`src/rtl/pool_avg_out.sv`:
```
// Average-pooling output stage: aligns the upstream adder-tree sum to its window,
// rounds and saturates it, tags it with a channel index and queues it for the consumer.
module pool_avg_out #(
    parameter int LAT    = 6,
    parameter int DEPTH  = 4,
    parameter int NUM_CH = 16,
    parameter int OUT_W  = 8
) (
    input  logic                      clk,
    input  logic                      rst,
    input  logic                      win_start,
    input  logic [15:0]               sum_in,
    input  logic                      out_ready,
    output logic                      out_valid,
    output logic [OUT_W-1:0]          out_data,
    output logic [$clog2(NUM_CH)-1:0] out_ch,
    output logic                      out_last,
    output logic                      overflow
);
    localparam int CH_W    = $clog2(NUM_CH);
    localparam int PTR_W   = $clog2(DEPTH);
    localparam int SAT_MAX = (2 ** (OUT_W - 1)) - 1;
    localparam int SAT_MIN = -(2 ** (OUT_W - 1));

    logic [LAT-1:0]     dly;
    logic               cap;
    logic signed [16:0] biased;
    logic signed [16:0] avg_full;
    logic [OUT_W-1:0]   avg_sat;
    logic [CH_W-1:0]    ch_cnt;

    logic               st_valid;
    logic [OUT_W-1:0]   st_data;
    logic [CH_W-1:0]    st_ch;

    logic [OUT_W-1:0]   mem_data [DEPTH];
    logic [CH_W-1:0]    mem_ch   [DEPTH];
    logic [PTR_W-1:0]   wr_ptr;
    logic [PTR_W-1:0]   rd_ptr;
    logic [PTR_W:0]     count;
    logic               full;
    logic               pop;
    logic               do_push;

    // Strobe delay line matching the upstream tree latency
    always_ff @(posedge clk or posedge rst) begin
        if (rst) begin
            dly <= '0;
        end else begin
            dly <= (dly << 1) | LAT'(win_start);
        end
    end

    assign cap = dly[LAT-1];

    // Round half up: bias by half an LSB of the result, then floor via arithmetic shift
    always_comb begin
        biased   = $signed({sum_in[15], sum_in}) + 17'sd32;
        avg_full = biased >>> 6;
        if (int'(avg_full) > SAT_MAX) begin
            avg_sat = OUT_W'(SAT_MAX);
        end else if (int'(avg_full) < SAT_MIN) begin
            avg_sat = OUT_W'(SAT_MIN);
        end else begin
            avg_sat = OUT_W'(avg_full);
        end
    end

    always_ff @(posedge clk or posedge rst) begin
        if (rst) begin
            ch_cnt   <= '0;
            st_valid <= 1'b0;
        end else begin
            st_valid <= cap;
            if (cap) begin
                ch_cnt <= (ch_cnt == CH_W'(NUM_CH - 1)) ? '0 : ch_cnt + 1'b1;
            end
        end
    end

    always_ff @(posedge clk) begin
        if (cap) begin
            st_data <= avg_sat;
            st_ch   <= ch_cnt;
        end
    end

    assign full    = (count == (PTR_W + 1)'(DEPTH));
    assign out_valid = (count != '0);
    assign pop     = out_valid & out_ready;
    // A pop in the same cycle frees the slot, so a full FIFO still accepts the push
    assign do_push = st_valid & (~full | pop);

    always_ff @(posedge clk) begin
        if (do_push) begin
            mem_data[wr_ptr] <= st_data;
            mem_ch[wr_ptr]   <= st_ch;
        end
    end

    always_ff @(posedge clk or posedge rst) begin
        if (rst) begin
            wr_ptr   <= '0;
            rd_ptr   <= '0;
            count    <= '0;
            overflow <= 1'b0;
        end else begin
            if (do_push) begin
                wr_ptr <= wr_ptr + 1'b1;
            end
            if (pop) begin
                rd_ptr <= rd_ptr + 1'b1;
            end
            case ({do_push, pop})
                2'b10:   count <= count + 1'b1;
                2'b01:   count <= count - 1'b1;
                default: count <= count;
            endcase
            if (st_valid & full & ~pop) begin
                overflow <= 1'b1;
            end
        end
    end

    assign out_data = out_valid ? mem_data[rd_ptr] : '0;
    assign out_ch   = out_valid ? mem_ch[rd_ptr] : '0;
    assign out_last = out_valid && (mem_ch[rd_ptr] == CH_W'(NUM_CH - 1));

    assert property (@(posedge clk) disable iff (rst) count <= (PTR_W + 1)'(DEPTH));

endmodule

```
`config.mk`:
```
export PLATFORM = sky130hd
export DESIGN_NAME = pool_avg_out
export DESIGN_NICKNAME = d
export VERILOG_FILES = /design/src/rtl/pool_avg_out.sv
export SDC_FILE = /design/constraint.sdc
export NUM_CORES = 1
export LEC_CHECK = 0
export ABC_AREA = 1
export BUFFER_PORTS_ARGS = -buffer_cell sky130_fd_sc_hd__buf_2
export CORE_ASPECT_RATIO = 1.75
export CORE_MARGIN = 5
export CORE_UTILIZATION = 52
export DETAILED_ROUTE_END_ITERATION = 8
export PLACE_DENSITY = 0.75
export SLEW_MARGIN = 20
export SYNTH_ARGS = -nofsm -noshare
export SYNTH_HDL_FRONTEND = slang
export SYNTH_SLANG_ARGS = --single-unit
```
`constraint.sdc`:
```
create_clock -name clk -period 1.8 [get_ports clk]
set_clock_uncertainty 0.05 [all_clocks]
set_input_delay 0.18 -clock clk [delete_from_list [all_inputs] [get_ports clk]]
set_output_delay 0.18 -clock clk [all_outputs]
set_load 0.01 [all_outputs]
```
==> qor.csv, run 1 <==
metric,value,unit
power.density,1720,nW/µm²
place_area,3750,µm²
die-area,8310,µm²
cp_max_fo,6,
startpoint,rd_ptr[0]$_DFFE_PP0P_,
clk_pin_slew_worst_paths,0.06,ns
maxCapViolCount,0,
io_pins,35,
cts_tree,yes,
ys_seq_area_share,67.1,%
grt_use_total,15.1,%
finalCriticalPeriod,1.86,ns
worst_slew_pin_slew,0.710,ns
grt_pass1_vias,2190,
timing.final.crit_share,103,%
gp_congestion,0.817,
ys.flop_type,edfxtp_1,
syn_avg_cell_area,11.8,µm²
synth.distinct_cells,30,
multi_input_area,1090,µm²
path_common_cell,nor2_1,
cts_buffers,9,
firstDrtPassIters,4,
h-tree-depth,3,
hold_violations,0,
n_fill_cell,462,
overflow,0,
synth.cell_area,3400,µm²
peakVddDrop,0.000717,V
most-common-layout-cells,"edfxtp_1 (60), nand2_1 (36), nor2_1 (33)",
clk_latency,0.33,ns
wl_met2,3540,µm
fp.dieW,71.1,µm
leakage,1.79,nW
reg2reg_depth,11,
crit_path_max_incr_delay,0.47,ns
setup_viol,5,
clock_sinks,79,
synth_cells,289,
final_layout_size_suffix_gt1_share,34.1,%
cp-start-kind,register,
synth-edff-count,60,
viasPerCell,5.12,
register_area,2280,µm²
slowest_stage,dfrtp_2,
dr_wl_met3,287,µm
relSlewSlack,52.6,%
drtIter0Drc,90,
start_util,52.7,%
cp-endpoint,out_data[0],
vias,2254,
r2r_start,count[0]$_DFFE_PP0P_,
wirelength,6260,µm
die_h,117,µm
cts_root_buf,clkbuf_16,
criticalPathCategory,register to output port,
violations,negative setup slack,
worstHoldStart,sum_in[15],
diodes,0,
critPathRequiredTime,1.57,ns
coreArea,6440,µm²
synthArstFlopShare,24.1,%
hold_path_class,primary input to register,
dp_slack,-0.159,ns
grt_pass1_wl,9480,µm
r2r_end,count[2]$_DFFE_PP0P_,
met1_length,2190,µm
maxUsedRoutingLayer,met4,
yosys_register_bits,79,
grt_max_degree,20,
syn2layout_area_growth,29.7,%
reg2reg_slack,-0.06,ns
end_kind,output port,
dp_hpwl,3940,µm
cp.arrival,1.63,ns
final_nets,381,
wl_per_cell,14.2,µm
layout_commonest_cell,edfxtp_1,
fmax,537,MHz
path_cells,"buf_6, buf_4, nor2_1, nor2_1, o21ai_1, a21oi_2, buf_2",
final_area,4410,µm²
drtAntennaViolNets,0,
clock_path_buffers,2,
io_buffers,29,
num_rows,39,
timing.final.ws_setup,-0.0607,ns
rsz0062_at_grt,yes,
finalMaxSlewViolations,0,
status,finished with violations,
grt_antenna_before_repair,0,
syn_nets,317,
hold_ws,0.170,ns
drc,0,
ys_warn_count,0,
## report_power, final
group	switching, W	internal, W	leakage (nW)	total (W)
combinational	0.00150	0.00122	0.838	0.00272
clock	0.000677	0.00150	0.172	0.00217
sequential	0.000230	0.00243	0.775	0.00267
## flip-flops by register name (all words and copies together) (netlist names)
register,count
mem_data,32
mem_ch,16
st_data,8
dly,6
ch_cnt,4
st_ch,4
count,3
rd_ptr,2
wr_ptr,2
overflow,1
st_valid,1
## final cells by class
cell class	count	area share [%]
clock buffers	9	5.11
clock inverters	7	3.27
inverters	28	2.73
multi-input cells	174	24.7
flip-flops and latches	79	51.7
well taps	82	2.33
repair buffers	61	10.2
## per-stage QoR
stage / power (W) / utilization [%] / setup TNS (ns) / cells
floorplan: 0.00398 / - / 0 / 289
global placement: 0.00468 / 58.2 / -4.97 / 409
global route: 0.00798 / 68.4 / -1.20 / 440
detailed placement: 0.00479 / 58.2 / -6.65 / 409
finish: 0.00756 / 68.4 / -0.206 / 440
CTS: 0.00718 / 65.9 / -0.0676 / 432
## repair_timing
item	CTS	global route
endpoints found under the setup margin	63	27
resized for setup	20	36
cloned	0	1
pin swaps	8	13
endpoints found under the hold margin	20	0
setup buffers	5	7
hold buffers	2	0
## routing by layer
layer	vias to the layer above	GRT usage [%]
met1	1061	15.3
met2	64	27.6
met4	0	10.2
li1	1106	-
met3	23	2.91
met5	-	0
## worst max-delay path: cells and delay by family, from the launching register on
kind	cells	cell delay (ns)
buffers and inverters	3	0.43
AND/OR/NAND/NOR	2	0.22
flip-flops	1	0.47
AO/OA/AOI/OAI	2	0.18
## synthesized netlist by cell type (3+ instances only)
cell type	n	area, µm²
inv_2	3	11.3
inv_1	25	93.8
dfrtp_1	19	475
nand2_1	40	150
nor2_4	4	45.0
ha_1	7	87.6
a21oi_1	15	75.1
o21ai_0	21	105
xor2_1	10	87.6
nand3_2	3	30.0
nor2_1	46	173
edfxtp_1	60	1800
buf_2	4	20.0
nand3_1	7	35.0
nand2_2	4	25.0
## cells by family (layout without fill, tap and decap cells)
kind of cell	after synthesis	in the layout	share of synthesized area (%)
AND/OR/NAND/NOR	111	111	15.2
flip-flops	79	79	67.1
AO/OA/AOI/OAI	42	42	6.78
buffers and inverters	36	105	4.35
XOR/XNOR	12	12	3.10
adder cells (fa/ha/maj)	8	8	3.17
multiplexers	1	1	0.332
## worst min-delay path by stage
stage,endpoint,cells after the start
finish,st_data[7]$_SDFFCE_PN0P_,3
global route,st_data[7]$_SDFFCE_PN0P_,3
global placement,dly[0]$_DFF_PP0_,1
floorplan,ch_cnt[0]$_DFFE_PP0P_,1
CTS,st_data[7]$_SDFFCE_PN0P_,3
detailed placement,dly[0]$_DFF_PP0_,1
(Power assumes the default switching activity.)
==> run 2, diff against run 1 <==
ABC_AREA = unset   (was 1)
CAP_MARGIN = 20   (was unset)
CTS_CLUSTER_DIAMETER = 40   (was unset)
==> qor.csv, run 2 <==
metric,value,unit,change
status,finished with violations,,
violations,negative setup slack,,
largest_reg_flops,32,,unchanged
synth_top_cell_area_share,55.4,%,+2.4 points
gp_congestion,0.725,,-11%
num_rows,38,,-2.6%
rsz0062_at_grt,yes,,
synthMuxAreaShare,9.28,%,+8.9 points
peakVddDrop,0.000728,V,+1.6%
place_inst,317,,-22%
drc,0,,unchanged
netlist_top_cells_area,"edfxtp_1 (55%), dfrtp_1 (15%), mux4_2 (8.3%)",,
wl_per_cell,14.7,µm,+3.4%
timing.final.ws_setup,-0.184,ns,-0.124 ns
hold_path_class,primary input to register,,
p_clk_share,18.6,%,-10 points
die_h,115,µm,-2.0%
yosys-top-cells-count,"edfxtp_1 (60), dfrtp_1 (19), and2_1 (18), mux4_2 (12), inv_1 (10)",,
ys_warn_count,0,,unchanged
diodes,0,,unchanged
end_kind,output port,,
final_cells,338,,-23%
syn2layout_area_growth,21.7,%,
maxCapViolCount,0,,unchanged
synthArstFlopShare,24.1,%,unchanged
grt_use_total,14.2,%,-0.82 points
synth_most_common_cell,edfxtp_1,,
synth-edff-count,60,,unchanged
fin_setup_tns,-1.83,ns,-1.62 ns
viasPerCell,5.26,,+2.7%
cts_root_buf,clkbuf_8,,
wirelength,4970,µm,-21%
io_pins,35,,unchanged
fmax,504,MHz,-6.2%
synth_top_cell_by_area,edfxtp_1,,
p_switching,0.00169,W,-30%
cp_max_fo,5,,-1
start_util,53.0,%,+0.26 points
power_frac_seq,45.8,%,+10 points
setup_viol,15,,+10
die-area,7990,µm²,-3.8%
syn_nets,220,,-31%
drtIter0Drc,43,,-52%
final_layout_size_suffix_gt1_share,40.3,%,+6.2 points
p_int,0.00414,W,-20%
worst_slew_pin_slew,0.713,ns,+0.00270 ns
ys_seq_area_share,70.1,%,+3.0 points
relSlewSlack,52.4,%,-0.18 points
clock_sinks,79,,unchanged
final_nets,281,,-26%
h-tree-depth,3,,unchanged
largest_register,mem_data,,
cts_tree,yes,,
synth_top_family_by_area,multiplexers,,
fp.dieW,69.8,µm,-1.9%
finalCriticalPeriod,1.98,ns,+0.124 ns
vias,1779,,-21%
critPathRequiredTime,1.57,ns,about the same
pwr-share-comb,35.7,%,-0.3 points
grt_max_degree,20,,unchanged
criticalPathCategory,register to output port,,
post_synth_xor_area_fraction,3.50,%,+0.41 points
synth.cell_area,3250,µm²,-4.3%
grt_pass1_vias,1833,,-16%
cts_buffers,9,,unchanged
synth_compound_area_share,3.85,%,-2.9 points
yosys_register_bits,79,,unchanged
coreArea,6130,µm²,-4.8%
hold_ws,0.139,ns,-0.0306 ns
grt_pass1_wl,8490,µm,-10%
clk_pin_slew_worst_paths,0.08,ns,+0.02 ns
most-common-layout-cells,"edfxtp_1 (60), buf_2 (22), buf_4 (21)",,
timing.final.crit_share,110,%,+6.9 points
syn_avg_cell_area,16.9,µm²,+44%
clk_latency,0.34,ns,about the same
dp_slack,-0.162,ns,-0.00228 ns
synthSimpleGateAreaFrac,8.16,%,-7.1 points
synth.distinct_cells,36,,+20%
ys.flop_type,edfxtp_1,,
firstDrtPassIters,4,,unchanged
finish.utilization,64.5,%,-3.9 points
yosys.area_share.adder,3.31,%,+0.14 points
drtAntennaViolNets,0,,unchanged
p_sw_share,29.0,%,-2.8 points
cp.arrival,1.75,ns,+0.12 ns
hold_violations,0,,unchanged
grt_antenna_before_repair,0,,unchanged
layout_commonest_cell,edfxtp_1,,
cp-start-kind,register,,
clock_path_buffers,2,,unchanged
io_buffers,29,,unchanged
dp_hpwl,3510,µm,-11%
finalMaxSlewViolations,0,,unchanged
synth_cells,192,,-34%
leakage,1.51,nW,-16%
top_regs,"mem_data (32), mem_ch (16), st_data (8)",,
power.density,1470,nW/µm²,-14%
overflow,0,,unchanged
==> run 2: power groups by stage <==
| stage | sequential, W | clock (W) | combinational [W] |
|---|---|---|---|
| floorplan | 0.00261 | 0 | 0.00117 |
| detailed placement | 0.00271 | 0 | 0.00174 |
| global route | 0.00272 | 0.00119 | 0.00229 |
| CTS | 0.00267 | 0.00112 | 0.00189 |
| finish | 0.00267 | 0.00108 | 0.00208 |
| global placement | 0.00268 | 0 | 0.00171 |
==> run 2: area by class of cell <==
type / count / area, µm²
multi-input cells: 98 / 973
flip-flops and latches: 79 / 2280
well taps: 80 / 100
clock buffers: 10 / 128
repair buffers: 55 / 400
clock inverters: 6 / 37.5
fillers: 425 / 2180
inverters: 10 / 37.5
==> run 2: per-stage QoR <==
stage | total power [W] | instance area [µm²]
after floorplan | 0.00378 | 3260
after global placement | 0.00439 | 3640
after detailed placement | 0.00444 | 3640
after CTS | 0.00568 | 3880
after global routing | 0.00620 | 3960
final | 0.00583 | 3960
==> run 2: worst max-delay path, stage by stage, from the launching register on <==
cell and delay [ns]:
dfrtp_2 0.44, buf_6 0.14, mux4_2 0.50, and4_1 0.21
buf_2 0.13
==> run 2: kinds of logic after synthesis <==
family / Yosys count
buf+inv: 15
compound gates: 19
fa+ha+maj: 8
mux: 15
simple gates: 43
flops: 79
xor+xnor: 13
==> run 2: worst paths after layout <==
| check | start | endpoint | slack, ns | cells after the start |
|---|---|---|---|---|
| max | rd_ptr[0]$_DFFE_PP0P_ | out_last | -0.18 | 4 |
| min | sum_in[13] | st_data[7]$_SDFFCE_PN0P_ | 0.14 | 2 |
| max reg2reg | count[1]$_DFFE_PP0P_ | count[2]$_DFFE_PP0P_ | -0.12 | 9 |
| min reg2reg | dly[1]$_DFF_PP0_ | dly[2]$_DFF_PP0_ | 0.30 | 0 |
| max in group asynchronous | rst | rd_ptr[0]$_DFFE_PP0P_ | 0.76 | 3 |
| min in group asynchronous | rst | ch_cnt[0]$_DFFE_PP0P_ | 0.44 | 3 |
==> run 2: timing repair <==
action / in CTS / in global routing
hold buffers: 2 / 0
setup endpoints to repair: 63 / 15
pin swaps: 10 / 1
resized for setup: 14 / 13
hold endpoints to repair: 20 / 0
buffers inserted: 1 / 2
==> run 2: per-layer routing <==
| layer | GRT usage (%) | wire [µm] |
|---|---|---|
| met5 | 0 | 0 |
| met4 | 8.06 | 118 |
| met3 | 3.69 | 229 |
| met2 | 26.0 | 2810 |
| met1 | 14.6 | 1810 |
